<file path="config.mk">
export PLATFORM = sky130hd
export DESIGN_NAME = instr_encoder
export DESIGN_NICKNAME = d
export VERILOG_FILES = /design/src/rtl/instr_encoder.sv
export SDC_FILE = /design/constraint.sdc
export NUM_CORES = 1
export LEC_CHECK = 0
export CAP_MARGIN = 20
export CORE_ASPECT_RATIO = 0.8
export CORE_MARGIN = 2
export CORE_UTILIZATION = 43
export CTS_BUF_LIST = sky130_fd_sc_hd__clkbuf_4 sky130_fd_sc_hd__clkbuf_8
export CTS_CLUSTER_SIZE = 14
export DETAILED_ROUTE_END_ITERATION = 8
export PLACE_DENSITY = 0.71
export SYNTH_ARGS = -nofsm -noshare
export SYNTH_HDL_FRONTEND = slang
export SYNTH_SLANG_ARGS = --single-unit
</file>
<file path="constraint.sdc">
create_clock -name clk -period 8.15 [get_ports clk]
set_input_delay 1.63 -clock clk [delete_from_list [all_inputs] [get_ports clk]]
set_output_delay 1.63 -clock clk [all_outputs]
set_load 0.01 [all_outputs]
</file>
<file path="src/rtl/instr_encoder.sv">
// RV32I field packer: encodes split instruction fields into 32-bit words and
// streams them, tagged with a sequential word address, through a 2-entry buffer.
module instr_encoder #(
    parameter int unsigned ADDR_W = 8
) (
    input  logic              clk,
    input  logic              rst_n,
    input  logic              clear,
    input  logic              in_valid,
    output logic              in_ready,
    input  logic [6:0]        opcode,
    input  logic [2:0]        func3,
    input  logic [6:0]        func7,
    input  logic [4:0]        rs1,
    input  logic [4:0]        rs2,
    input  logic [4:0]        rd,
    input  logic [31:0]       imm,
    output logic              out_valid,
    input  logic              out_ready,
    output logic [31:0]       out_instr,
    output logic [ADDR_W-1:0] out_addr,
    output logic              err_illegal,
    output logic              err_misalign
);

    localparam logic [6:0] OP_R      = 7'b0110011;
    localparam logic [6:0] OP_IMM    = 7'b0010011;
    localparam logic [6:0] OP_LOAD   = 7'b0000011;
    localparam logic [6:0] OP_JALR   = 7'b1100111;
    localparam logic [6:0] OP_STORE  = 7'b0100011;
    localparam logic [6:0] OP_BRANCH = 7'b1100011;
    localparam logic [6:0] OP_LUI    = 7'b0110111;
    localparam logic [6:0] OP_AUIPC  = 7'b0010111;
    localparam logic [6:0] OP_JAL    = 7'b1101111;

    logic              init_done;
    logic [1:0]        count;
    logic              rd_ptr;
    logic              wr_ptr;
    logic [ADDR_W-1:0] addr_cnt;
    logic [31:0]       mem_instr [2];
    logic [ADDR_W-1:0] mem_addr  [2];

    logic [31:0] enc;
    logic        legal;
    logic        misalign;
    logic        accept;
    logic        push;
    logic        xfer;

    always_comb begin
        enc      = '0;
        legal    = 1'b1;
        misalign = 1'b0;
        case (opcode)
            OP_R:
                enc = {func7, rs2, rs1, func3, rd, opcode};
            OP_IMM: begin
                if (func3 == 3'b001 || func3 == 3'b101)
                    enc = {func7, imm[4:0], rs1, func3, rd, opcode};
                else
                    enc = {imm[11:0], rs1, func3, rd, opcode};
            end
            OP_LOAD, OP_JALR:
                enc = {imm[11:0], rs1, func3, rd, opcode};
            OP_STORE:
                enc = {imm[11:5], rs2, rs1, func3, imm[4:0], opcode};
            OP_BRANCH: begin
                enc      = {imm[12], imm[10:5], rs2, rs1, func3, imm[4:1], imm[11], opcode};
                misalign = imm[0];
            end
            OP_LUI, OP_AUIPC:
                enc = {imm[31:12], rd, opcode};
            OP_JAL: begin
                enc      = {imm[20], imm[10:1], imm[11], imm[19:12], rd, opcode};
                misalign = imm[0];
            end
            default:
                legal = 1'b0;
        endcase
    end

    // in_ready is held low until the first edge after reset release
    assign in_ready  = init_done && (count != 2'd2) && !clear;
    assign out_valid = (count != 2'd0);
    assign accept    = in_valid && in_ready;
    assign push      = accept && legal;
    assign xfer      = out_valid && out_ready;

    assign out_instr = out_valid ? mem_instr[rd_ptr] : '0;
    assign out_addr  = out_valid ? mem_addr[rd_ptr]  : '0;

    always_ff @(posedge clk or negedge rst_n) begin
        if (!rst_n) begin
            init_done    <= 1'b0;
            count        <= '0;
            rd_ptr       <= 1'b0;
            wr_ptr       <= 1'b0;
            addr_cnt     <= '0;
            err_illegal  <= 1'b0;
            err_misalign <= 1'b0;
        end else begin
            init_done <= 1'b1;
            if (clear) begin
                count        <= '0;
                rd_ptr       <= 1'b0;
                wr_ptr       <= 1'b0;
                addr_cnt     <= '0;
                err_illegal  <= 1'b0;
                err_misalign <= 1'b0;
            end else begin
                if (push) begin
                    wr_ptr   <= ~wr_ptr;
                    addr_cnt <= addr_cnt + 1'b1;
                end
                if (xfer)
                    rd_ptr <= ~rd_ptr;
                case ({push, xfer})
                    2'b10:   count <= count + 2'd1;
                    2'b01:   count <= count - 2'd1;
                    default: count <= count;
                endcase
                if (accept && !legal)
                    err_illegal <= 1'b1;
                if (accept && legal && misalign)
                    err_misalign <= 1'b1;
            end
        end
    end

    always_ff @(posedge clk) begin
        if (push) begin
            mem_instr[wr_ptr] <= enc;
            mem_addr[wr_ptr]  <= addr_cnt;
        end
    end

endmodule
</file>
==> results of run 1 <==
[final timing paths]
path,from,end,depth (start not counted)
worst min register to register,err_misalign,err_misalign,2
worst min-delay path,err_misalign,err_misalign,2
worst max register to register,count[1],mem_addr[0][6],5
worst max-delay path,clear,in_ready,3
max in group asynchronous,rst_n,rd_ptr,1
min in group asynchronous,rst_n,init_done,1
[metal layers]
layer	up-vias	wire, um	GRT usage (%)
met5	-	0	0
met4	0	122	5.62
met3	10	414	3.29
met2	78	4980	30.1
met1	1508	4670	24.7
li1	1550	-	-
[metrics by stage]
stage | area [um2] | util [%] | cells | total power, mW | hold slack [ps]
global placement | 5760 | 56.4 | 593 | 0.645 | 505
detailed placement | 5760 | 56.5 | 594 | 0.645 | 506
global route | 5960 | 58.5 | 610 | 0.985 | 549
floorplan | 4490 | - | 357 | 0.579 | 457
CTS | 5960 | 58.5 | 610 | 0.957 | 521
finish | 5960 | 58.5 | 610 | 0.946 | 519
[kinds of logic after synthesis]
| group | after synthesis | synth area share [%] |
|---|---|---|
| xor+xnor | 3 | 0.585 |
| flops | 95 | 61.8 |
| buf+inv | 30 | 2.76 |
| other cells | 1 | 0.0835 |
| mux | 51 | 11.6 |
| fa+ha+maj | 1 | 0.278 |
| compound gates | 65 | 11.3 |
| simple gates | 111 | 11.7 |
[placed cells by master (no fill, tap or decap), types with 2 or more instances in the layout]
cell	count
nand2b_1	7
and2_1	2
or3_1	2
nand2_1	15
nor2_4	3
inv_6	2
edfxtp_1	80
nor2_1	57
buf_4	5
a21oi_1	7
clkinvlp_4	2
dfrtp_1	14
a21o_1	5
a22o_1	17
nor3_1	4
clkbuf_8	9
xor2_1	2
nor2b_1	7
mux2_1	6
a22oi_1	8
inv_1	10
o21ai_0	10
mux2i_1	44
a211oi_1	6
a2111oi_2	4
clkdlybuf4s50_1	112
nand3_1	5
[worst min-delay path: cells and delay by family (launching register included)]
family          cells  cell delay [ps]
compound gates      1               50
buf+inv             1               50
flops               1              390
[report_power, final]
group | total, mW | internal [mW] | leakage (nW) | switching (mW)
registers | 0.526 | 0.525 | 0.918 | 0.00168
clock network | 0.312 | 0.147 | 0.0967 | 0.165
logic | 0.108 | 0.0616 | 1.07 | 0.0464
[sequential cells by signal, summed over array words and instances, names as in the netlist]
| name | count |
|---|---|
| mem_instr | 64 |
| mem_addr | 16 |
| addr_cnt | 8 |
| count | 2 |
| err_illegal | 1 |
| err_misalign | 1 |
| init_done | 1 |
| rd_ptr | 1 |
| wr_ptr | 1 |
[cell type report]
type                            instances  area [um2]
Fill cell                             848        4240
Multi-Input combinational cell        232        1610
Tap cell                              140         175
Clock buffer                           10         131
Clock inverter                          6        67.6
Inverter                               10        37.5
Timing Repair Buffer                  117        1160
Sequential cell                        95        2780
==> out/qor.txt, run 1 <==
Seq/Total Area, Yosys - 61.8%
Cells after Synth - 357
Startpoint types - primary input
ANT cells - 0
Initial antenna violation count - 0
Reg2Reg Setup Slack - 5380 ps
Final hold vios - 0
Worst path cell trace - clkdlybuf4s50_1, nor3b_1, clkdlybuf4s50_1
Maximum vdd ir drop - 0.0673 mV
Syn_area_per_cell - 12.6 um2
Critical-path top delay cell - clkdlybuf4s50_1
FP Rows - 33
DIE HEIGHT - 95.4 um
Critical path arrival - 3290 ps
Core area - 0.0102 mm2
Routed Antenna Nets - 0
Layout net count - 535
Largest delay share family, worst path - buffers and inverters
Most common cell in the netlist - edfxtp_1
Clock latency on the worst-skew pair - 350 ps
P_leak - 2.09 nW
Slew HR - 34.6%
Worst Path Required - 6520 ps
Grt ovf - 0
Final worst clock skew - 12.1 ps
Synth top area share - 53.5%
Via Count - 3146
FFs w/ async S/R, synth - 15.8%
Period utilization - 60.3%
Crit-path most repeated cell - clkdlybuf4s50_1
Die area - 0.0113 mm2
Critical path class - in -> out
Clk slew on worst S/H paths - 100 ps
Final setup fails - 0
Layout cell share with drive strength beyond 1 - 7.02%
Hold_buf cts - 0
Vias/cell - 5.16
Max-cap viol count - 0
Synth Register Bits - 95
CP Max Fanout - 21
1st-iter DRT viols - 205
Final TNS setup - 0 ps
Starting Density - 44.1%
CTS tree - yes
Largest net degree at the start of global routing - 42
Synth area leaders - edfxtp_1 (53%), mux2i_1 (9.8%), dfrtp_1 (8.4%)
Max Clock Freq - 203 MHz
Cell area after synthesis - 0.00449 mm2
Number of synthesized flops with an enable pin - 80
CP endpoint kind - primary output
Clk sinks - 95
Final WS setup - 3230 ps
Final min period - 4920 ps
Wirelength per Cell - 16.7 um
Routed WL - 10.2 mm
Synth Flop Type - edfxtp_1
Final Max Slew Viols - 0
Post-CTS setup buffer count - 0
Die Wd - 118 um
First-pass GRT wire length - 15.7 mm
PortBufs - 112
Post-cts resize count - 0
CTS Buffer Depth - 2
Power Dens Cells - 159 mW/mm2
Yosys cell types - 46
GPL Wtd Cong - 0.831
RSZ-0062 raised after global routing - false
Synth cell count leaders - edfxtp_1 (80), nor2_1 (60), mux2i_1 (44), a22o_1 (17)
WP buf/inv - 2
Htree depth - 3
# IOs - 113
CTS Buf Count - 9
Vias in the first global route - 3047
Worst Tran Pin Value - 967 ps
TritonRoute pass-1 iters - 5
Type of the worst min-delay path - reg -> reg
Yosys top cell by area - edfxtp_1
Post-synthesis net count - 427
Clock root buffer master - clkbuf_8
Area growth from synthesis to layout - 32.7%
Synth warn - 0
Status - finished clean
Max incr delay on CP - 760 ps
Overall Global Routing Usage - 18.2%
Detailed Place HPWL - 7.37 mm
Dpl ws - 3240 ps
Post-route DRC violation count - 0
(Power assumes the default switching activity.)
==> run 2, diff against run 1 <==
clock period = 4.9 ns   (was 8.15 ns; I/O delays follow)
==> run 2 against run 1 <==
Against the previous run: sequential cell count did not move; die area is the same; global-route usage is 0.97 points higher; total power increased by 62%; core utilization down 0.18 points; via count up 1.9%; first-iteration DRC count is 13% higher; setup slack worse by 1900 ps; largest cell class unchanged; critical path depth stayed put.
==> out/qor.txt, run 2 (same netlist as run 1, synthesis figures left out) <==
Max Clock Freq - 278 MHz
Top reg by flops - mem_instr
Worst Tran Pin Value - 1040 ps (+74.0 ps)
Final Max Slew Viols - 0 (unchanged)
Grt ovf - 0 (unchanged)
FP Rows - 33 (unchanged)
Via Count - 3207 (+1.9%)
Power Dens Cells - 258 mW/mm2 (+63%)
Vias in the first global route - 3172 (+4.1%)
1st-iter DRT viols - 232 (+13%)
Type of the worst min-delay path - reg -> reg
Htree depth - 3 (unchanged)
Max reg flops - 64 (unchanged)
Critical path class - in -> out
Routed WL - 10.6 mm (+4.5%)
Post-route DRC violation count - 0 (unchanged)
Overall Global Routing Usage - 19.2% (+0.97 points)
Max-cap viol count - 0 (unchanged)
Wirelength per Cell - 17.5 um (+4.5%)
Post-CTS setup buffer count - 0 (unchanged)
Critical-path top delay cell - clkdlybuf4s50_1
Worst Path Required - 3920 ps (-2600 ps)
Post-cts resize count - 0 (unchanged)
Final worst clock skew - 9.55 ps (-2.53 ps)
Most frequent cells in the layout - clkdlybuf4s50_1 (112), edfxtp_1 (80), nor2_1 (57)
Detailed Place HPWL - 7.68 mm (+4.2%)
Overall Power - 1.53 mW (+62%)
Commonest non-fill, non-tap cell in the layout - clkdlybuf4s50_1
CP endpoint kind - primary output
GPL Wtd Cong - 0.939 (+13%)
Largest delay share family, worst path - buffers and inverters
Routed Antenna Nets - 0 (unchanged)
Critical path arrival - 2620 ps (-670 ps)
Fillers - 870 (+2.6%)
Startpoint types - primary input
Initial antenna violation count - 0 (unchanged)
# IOs - 113 (unchanged)
ANT cells - 0 (unchanged)
Vias/cell - 5.26 (+1.9%)
CTS Buffer Depth - 2 (unchanged)
RSZ-0062 raised after global routing - false
Core area - 0.0102 mm2 (unchanged)
Depth of the most critical reg-to-reg path - 5 (unchanged)
CTS Buf Count - 9 (unchanged)
Final TNS setup - 0 ps (unchanged)
Final setup fails - 0 (unchanged)
Slew HR - 29.6% (-5.0 points)
DIE HEIGHT - 95.4 um (unchanged)
Die Wd - 118 um (unchanged)
Layout cell share with drive strength beyond 1 - 6.81% (-0.21 points)
Period utilization - 73.4%
Hold slack - 526 ps (+6.79 ps)
Status - finished clean
Worst path cell trace - clkdlybuf4s50_1, nor3b_1, clkdlybuf4s50_1
Layout net count - 535 (unchanged)
WP buf/inv - 2 (unchanged)
Clk slew on worst S/H paths - 100 ps (about the same)
Die area - 0.0113 mm2 (unchanged)
Top flop regs - mem_instr x64, mem_addr x16, addr_cnt x8
Maximum vdd ir drop - 0.118 mV (+76%)
Starting Density - 44.1% (unchanged)
First-pass GRT wire length - 16.2 mm (+3.6%)
Crit-path most repeated cell - clkdlybuf4s50_1
CTS tree - yes
Largest net degree at the start of global routing - 42 (unchanged)
Hold_buf cts - 0 (unchanged)
CP Max Fanout - 21 (unchanged)
Final min period - 3600 ps
PortBufs - 112 (unchanged)
Critical Path Stages - 3 (unchanged)
Clk sinks - 95 (unchanged)
Clock latency on the worst-skew pair - 370 ps (+20 ps)
Max incr delay on CP - 740 ps (-20 ps)
TritonRoute pass-1 iters - 5 (unchanged)
P_leak - 2.08 nW (-0.52%)
Area growth from synthesis to layout - 32.3%
Hold Path Cell Cnt - 2 (unchanged)
Clock root buffer master - clkbuf_8
Final hold vios - 0 (unchanged)
[run 2: changes by cell type in the layout (fill, tap and decap cells not counted), sizes merged]
| cell | before | now |
|---|---|---|
| bufinv | 1 | 0 |
| clkbuf | 10 | 9 |
| clkinv | 1 | 2 |
| inv | 12 | 13 |
[run 2: stage by stage]
stage | worst slack, ps | instances | instance area [um2] | util, %
2_1_floorplan | 784 | 357 | 4490 | -
3_3_place_gp | 1200 | 594 | 5760 | 56.5
3_5_place_dp | 1120 | 594 | 5760 | 56.5
4_1_cts | 1280 | 610 | 5940 | 58.3
5_1_grt | 1180 | 610 | 5940 | 58.3
6_report | 1300 | 610 | 5940 | 58.3
[run 2: path summary, 6_finish.rpt]
kind	startpoint	end	slack [ps]
min in group asynchronous	rst_n	addr_cnt[5]	1030
worst max-delay path	clear	in_ready	1300
max in group asynchronous	rst_n	rd_ptr	3360
worst max register to register	count[1]	mem_instr[1][30]	2370
worst min-delay path	err_misalign	err_misalign	530
worst min register to register	err_misalign	err_misalign	530
[run 2: where the power goes]
group,switching [mW],internal [mW]
clock network,0.286,0.190
registers,0.00611,0.872
logic,0.0755,0.102
total,0.367,1.17
[run 2: worst reg2reg max path, stage by stage (launching register included)]
cell and delay (ps):
dfrtp_1 470, nor2b_1 180, nand4bb_1 460, a21o_1 440, nor2_4 120, buf_4 460
[run 2: area by class of cell]
| class | count | area (um2) | area share [%] |
|---|---|---|---|
| Timing Repair Buffer | 117 | 1160 | 19.5 |
| Clock inverter | 7 | 56.3 | 0.947 |
| Multi-Input combinational cell | 232 | 1610 | 27.2 |
| Clock buffer | 9 | 124 | 2.08 |
| Tap cell | 140 | 175 | 2.95 |
| Sequential cell | 95 | 2780 | 46.7 |
| Inverter | 10 | 37.5 | 0.631 |
[run 2: layer usage]
metal	vias up	track usage (%)	part of all wire, %	routed length (um)
li1	1534	-	-	-
met1	1537	24.2	43	4590
met2	120	32.7	49	5270
met3	16	4.31	5.9	631
met4	0	7.23	1.5	164
met5	-	0	0	0
==> run 3, diff against run 2 <==
clock period = 3.4 ns   (was 4.9 ns; I/O delays follow)
==> run 3 against run 2 <==
Against the previous run: total power grew 47%; die area did not move; global-route usage down 0.31 points; cell area is 2.2% higher; cell count increased by 1.8%; sequential share of layout area decreased by 1.0 points; count of clock-buffer cells in the layout is the same; sequential power increased by 43%; clock skew about the same; core utilization grew 1.3 points; worst hold slack barely moved; register-to-register slack got worse by 920 ps.
==> out/qor.txt, run 3 (same netlist as run 1, synthesis figures left out) <==
Final TNS setup - 0 ps (unchanged)
CTS tree - yes
Hold slack - 526 ps (+0.282 ps)
Vias in the first global route - 3150 (-0.69%)
Critical path class - reg -> out
Die Wd - 118 um (unchanged)
Post-cts resize count - 0 (unchanged)
Via Count - 3224 (+0.53%)
Commonest non-fill, non-tap cell in the layout - clkdlybuf4s50_1
Post-CTS setup buffer count - 0 (unchanged)
Area growth from synthesis to layout - 35.2%
Htree depth - 3 (unchanged)
Design area - 0.00608 mm2 (+2.2%)
Worst R2R End - mem_addr[0][3]
Overall Power - 2.26 mW (+47%)
Worst Tran Pin Value - 1060 ps (+19.3 ps)
CP Max Fanout - 23 (+9.5%)
Final setup fails - 0 (unchanged)
Core area - 0.0102 mm2 (unchanged)
Clock root buffer master - clkbuf_8
P_leak - 2.16 nW (+3.9%)
RSZ-0062 raised after global routing - false
Largest net degree at the start of global routing - 41 (-2.4%)
Metal-1 WL - 4.61 mm (+0.61%)
Reg2Reg Setup Slack - 1450 ps (-920 ps)
CP endpoint kind - primary output
Layout cell share with drive strength beyond 1 - 8.94% (+2.1 points)
Die area - 0.0113 mm2 (unchanged)
Highest metal used - met4
Max incr delay on CP - 490 ps (-250 ps)
Grt ovf - 0 (unchanged)
Detailed Place HPWL - 7.73 mm (+0.54%)
Critical-path top delay cell - nor2_4
First-pass GRT wire length - 16.1 mm (-0.63%)
FP Rows - 33 (unchanged)
Clk slew on worst S/H paths - 80 ps (-20 ps)
Max reg flops - 64 (unchanged)
Final worst clock skew - 9.87 ps (+0.322 ps)
Wirelength per Cell - 16.8 um (-3.5%)
Startpoint types - flop
Vias/cell - 5.19 (-1.3%)
Depth of the most critical reg-to-reg path - 5 (unchanged)
Most frequent cells in the layout - clkdlybuf4s50_1 (112), edfxtp_1 (80), nor2_1 (57)
GPL Wtd Cong - 0.886 (-5.6%)
Period utilization - 82.5%
Final hold vios - 0 (unchanged)
DIE HEIGHT - 95.4 um (unchanged)
Layout net count - 546 (+2.1%)
Max Clock Freq - 357 MHz
1st-iter DRT viols - 195 (-16%)
Critical path arrival - 2120 ps (-500 ps)
Hold_buf cts - 0 (unchanged)
Top reg by flops - mem_instr
Routed WL - 10.5 mm (-1.7%)
Hold Path End - mem_addr[0][3]
Initial antenna violation count - 0 (unchanged)
Top flop regs - mem_instr x64, mem_addr x16, addr_cnt x8
Routed Antenna Nets - 0 (unchanged)
TritonRoute pass-1 iters - 4 (-1)
Worst path cell trace - nor2_4, buf_12, nor2_1, clkdlybuf4s50_1
Post-route DRC violation count - 0 (unchanged)
Slew HR - 28.3% (-1.3 points)
CTS Buffer Depth - 2 (unchanged)
Clock latency on the worst-skew pair - 360 ps (about the same)
Starting Density - 44.1% (unchanged)
Worst reg2reg startpoint - count[1]
Final Max Slew Viols - 0 (unchanged)
Maximum vdd ir drop - 0.221 mV (+87%)
Met3 routed WL - 588 um (-6.8%)
DR WL met2 - 5.09 mm (-3.3%)
Worst Path Required - 2720 ps (-1200 ps)
Type of the worst min-delay path - reg -> reg
HP Start - addr_cnt[3]
Final min period - 2800 ps
Hold Path Cell Cnt - 0 (-2)
# IOs - 113 (unchanged)
Power Dens Cells - 372 mW/mm2 (+44%)
CTS Buf Count - 9 (unchanged)
DP Area - 0.00588 mm2 (+2.0%)
PortBufs - 112 (unchanged)
Clk sinks - 95 (unchanged)
Status - finished clean
Overall Global Routing Usage - 18.8% (-0.31 points)
ANT cells - 0 (unchanged)
Max-cap viol count - 0 (unchanged)
run 3: cell count changes in the layout (fill, tap and decap cells not counted):
| cell | before | now |
|---|---|---|
| bufinv_16 | 0 | 1 |
| buf_12 | 0 | 3 |
| clkinv_2 | 0 | 2 |
| buf_4 | 5 | 12 |
| buf_2 | 0 | 1 |
| inv_8 | 1 | 0 |
| clkinvlp_4 | 2 | 0 |
run 3: final cells by class:
cell class	count	area, um2
inverter	10	37.5
clock buffer	9	124
timing repair buffer	128	1280
fill	849	4120
multi-input combinational	232	1610
tap	140	175
clock inverter	7	70.1
sequential	95	2780
run 3: how the worst max path moves through the flow:
stage | from | endpoint | slack, ps | cells after the start
global placement | opcode[6] | mem_instr[0][13] | 410 | 5
CTS | count[0] | out_addr[1] | 550 | 4
floorplan | opcode[3] | mem_addr[0][0] | -420 | 6
global route | count[0] | out_addr[1] | 470 | 4
finish | count[0] | out_addr[1] | 600 | 4
detailed placement | opcode[6] | mem_instr[1][16] | 330 | 5
run 3: worst max-delay path: cells and delay by family, from the launching register on:
kind,cells,cell delay (ps)
simple gates,2,570
buf+inv,2,710
flops,1,470
run 3: where the power goes:
part           internal (mW)  switching [mW]
Clock                  0.341           0.386
Combinational          0.154           0.115
Sequential              1.26         0.00407
Total                   1.75           0.505
run 3: stage by stage:
stage	util, %	std cells	worst slack (ps)
2_1_floorplan	-	357	-416
3_3_place_gp	57.6	604	409
3_5_place_dp	57.6	604	331
4_1_cts	59.5	620	545
5_1_grt	59.6	621	471
6_report	59.6	621	596
run 3: per-layer routing:
metal | vias to the layer above | GRT usage (%)
li1 | 1565 | -
met2 | 92 | 31.2
met4 | 0 | 6.83
met1 | 1554 | 24.5
met3 | 13 | 4.55
met5 | - | 0
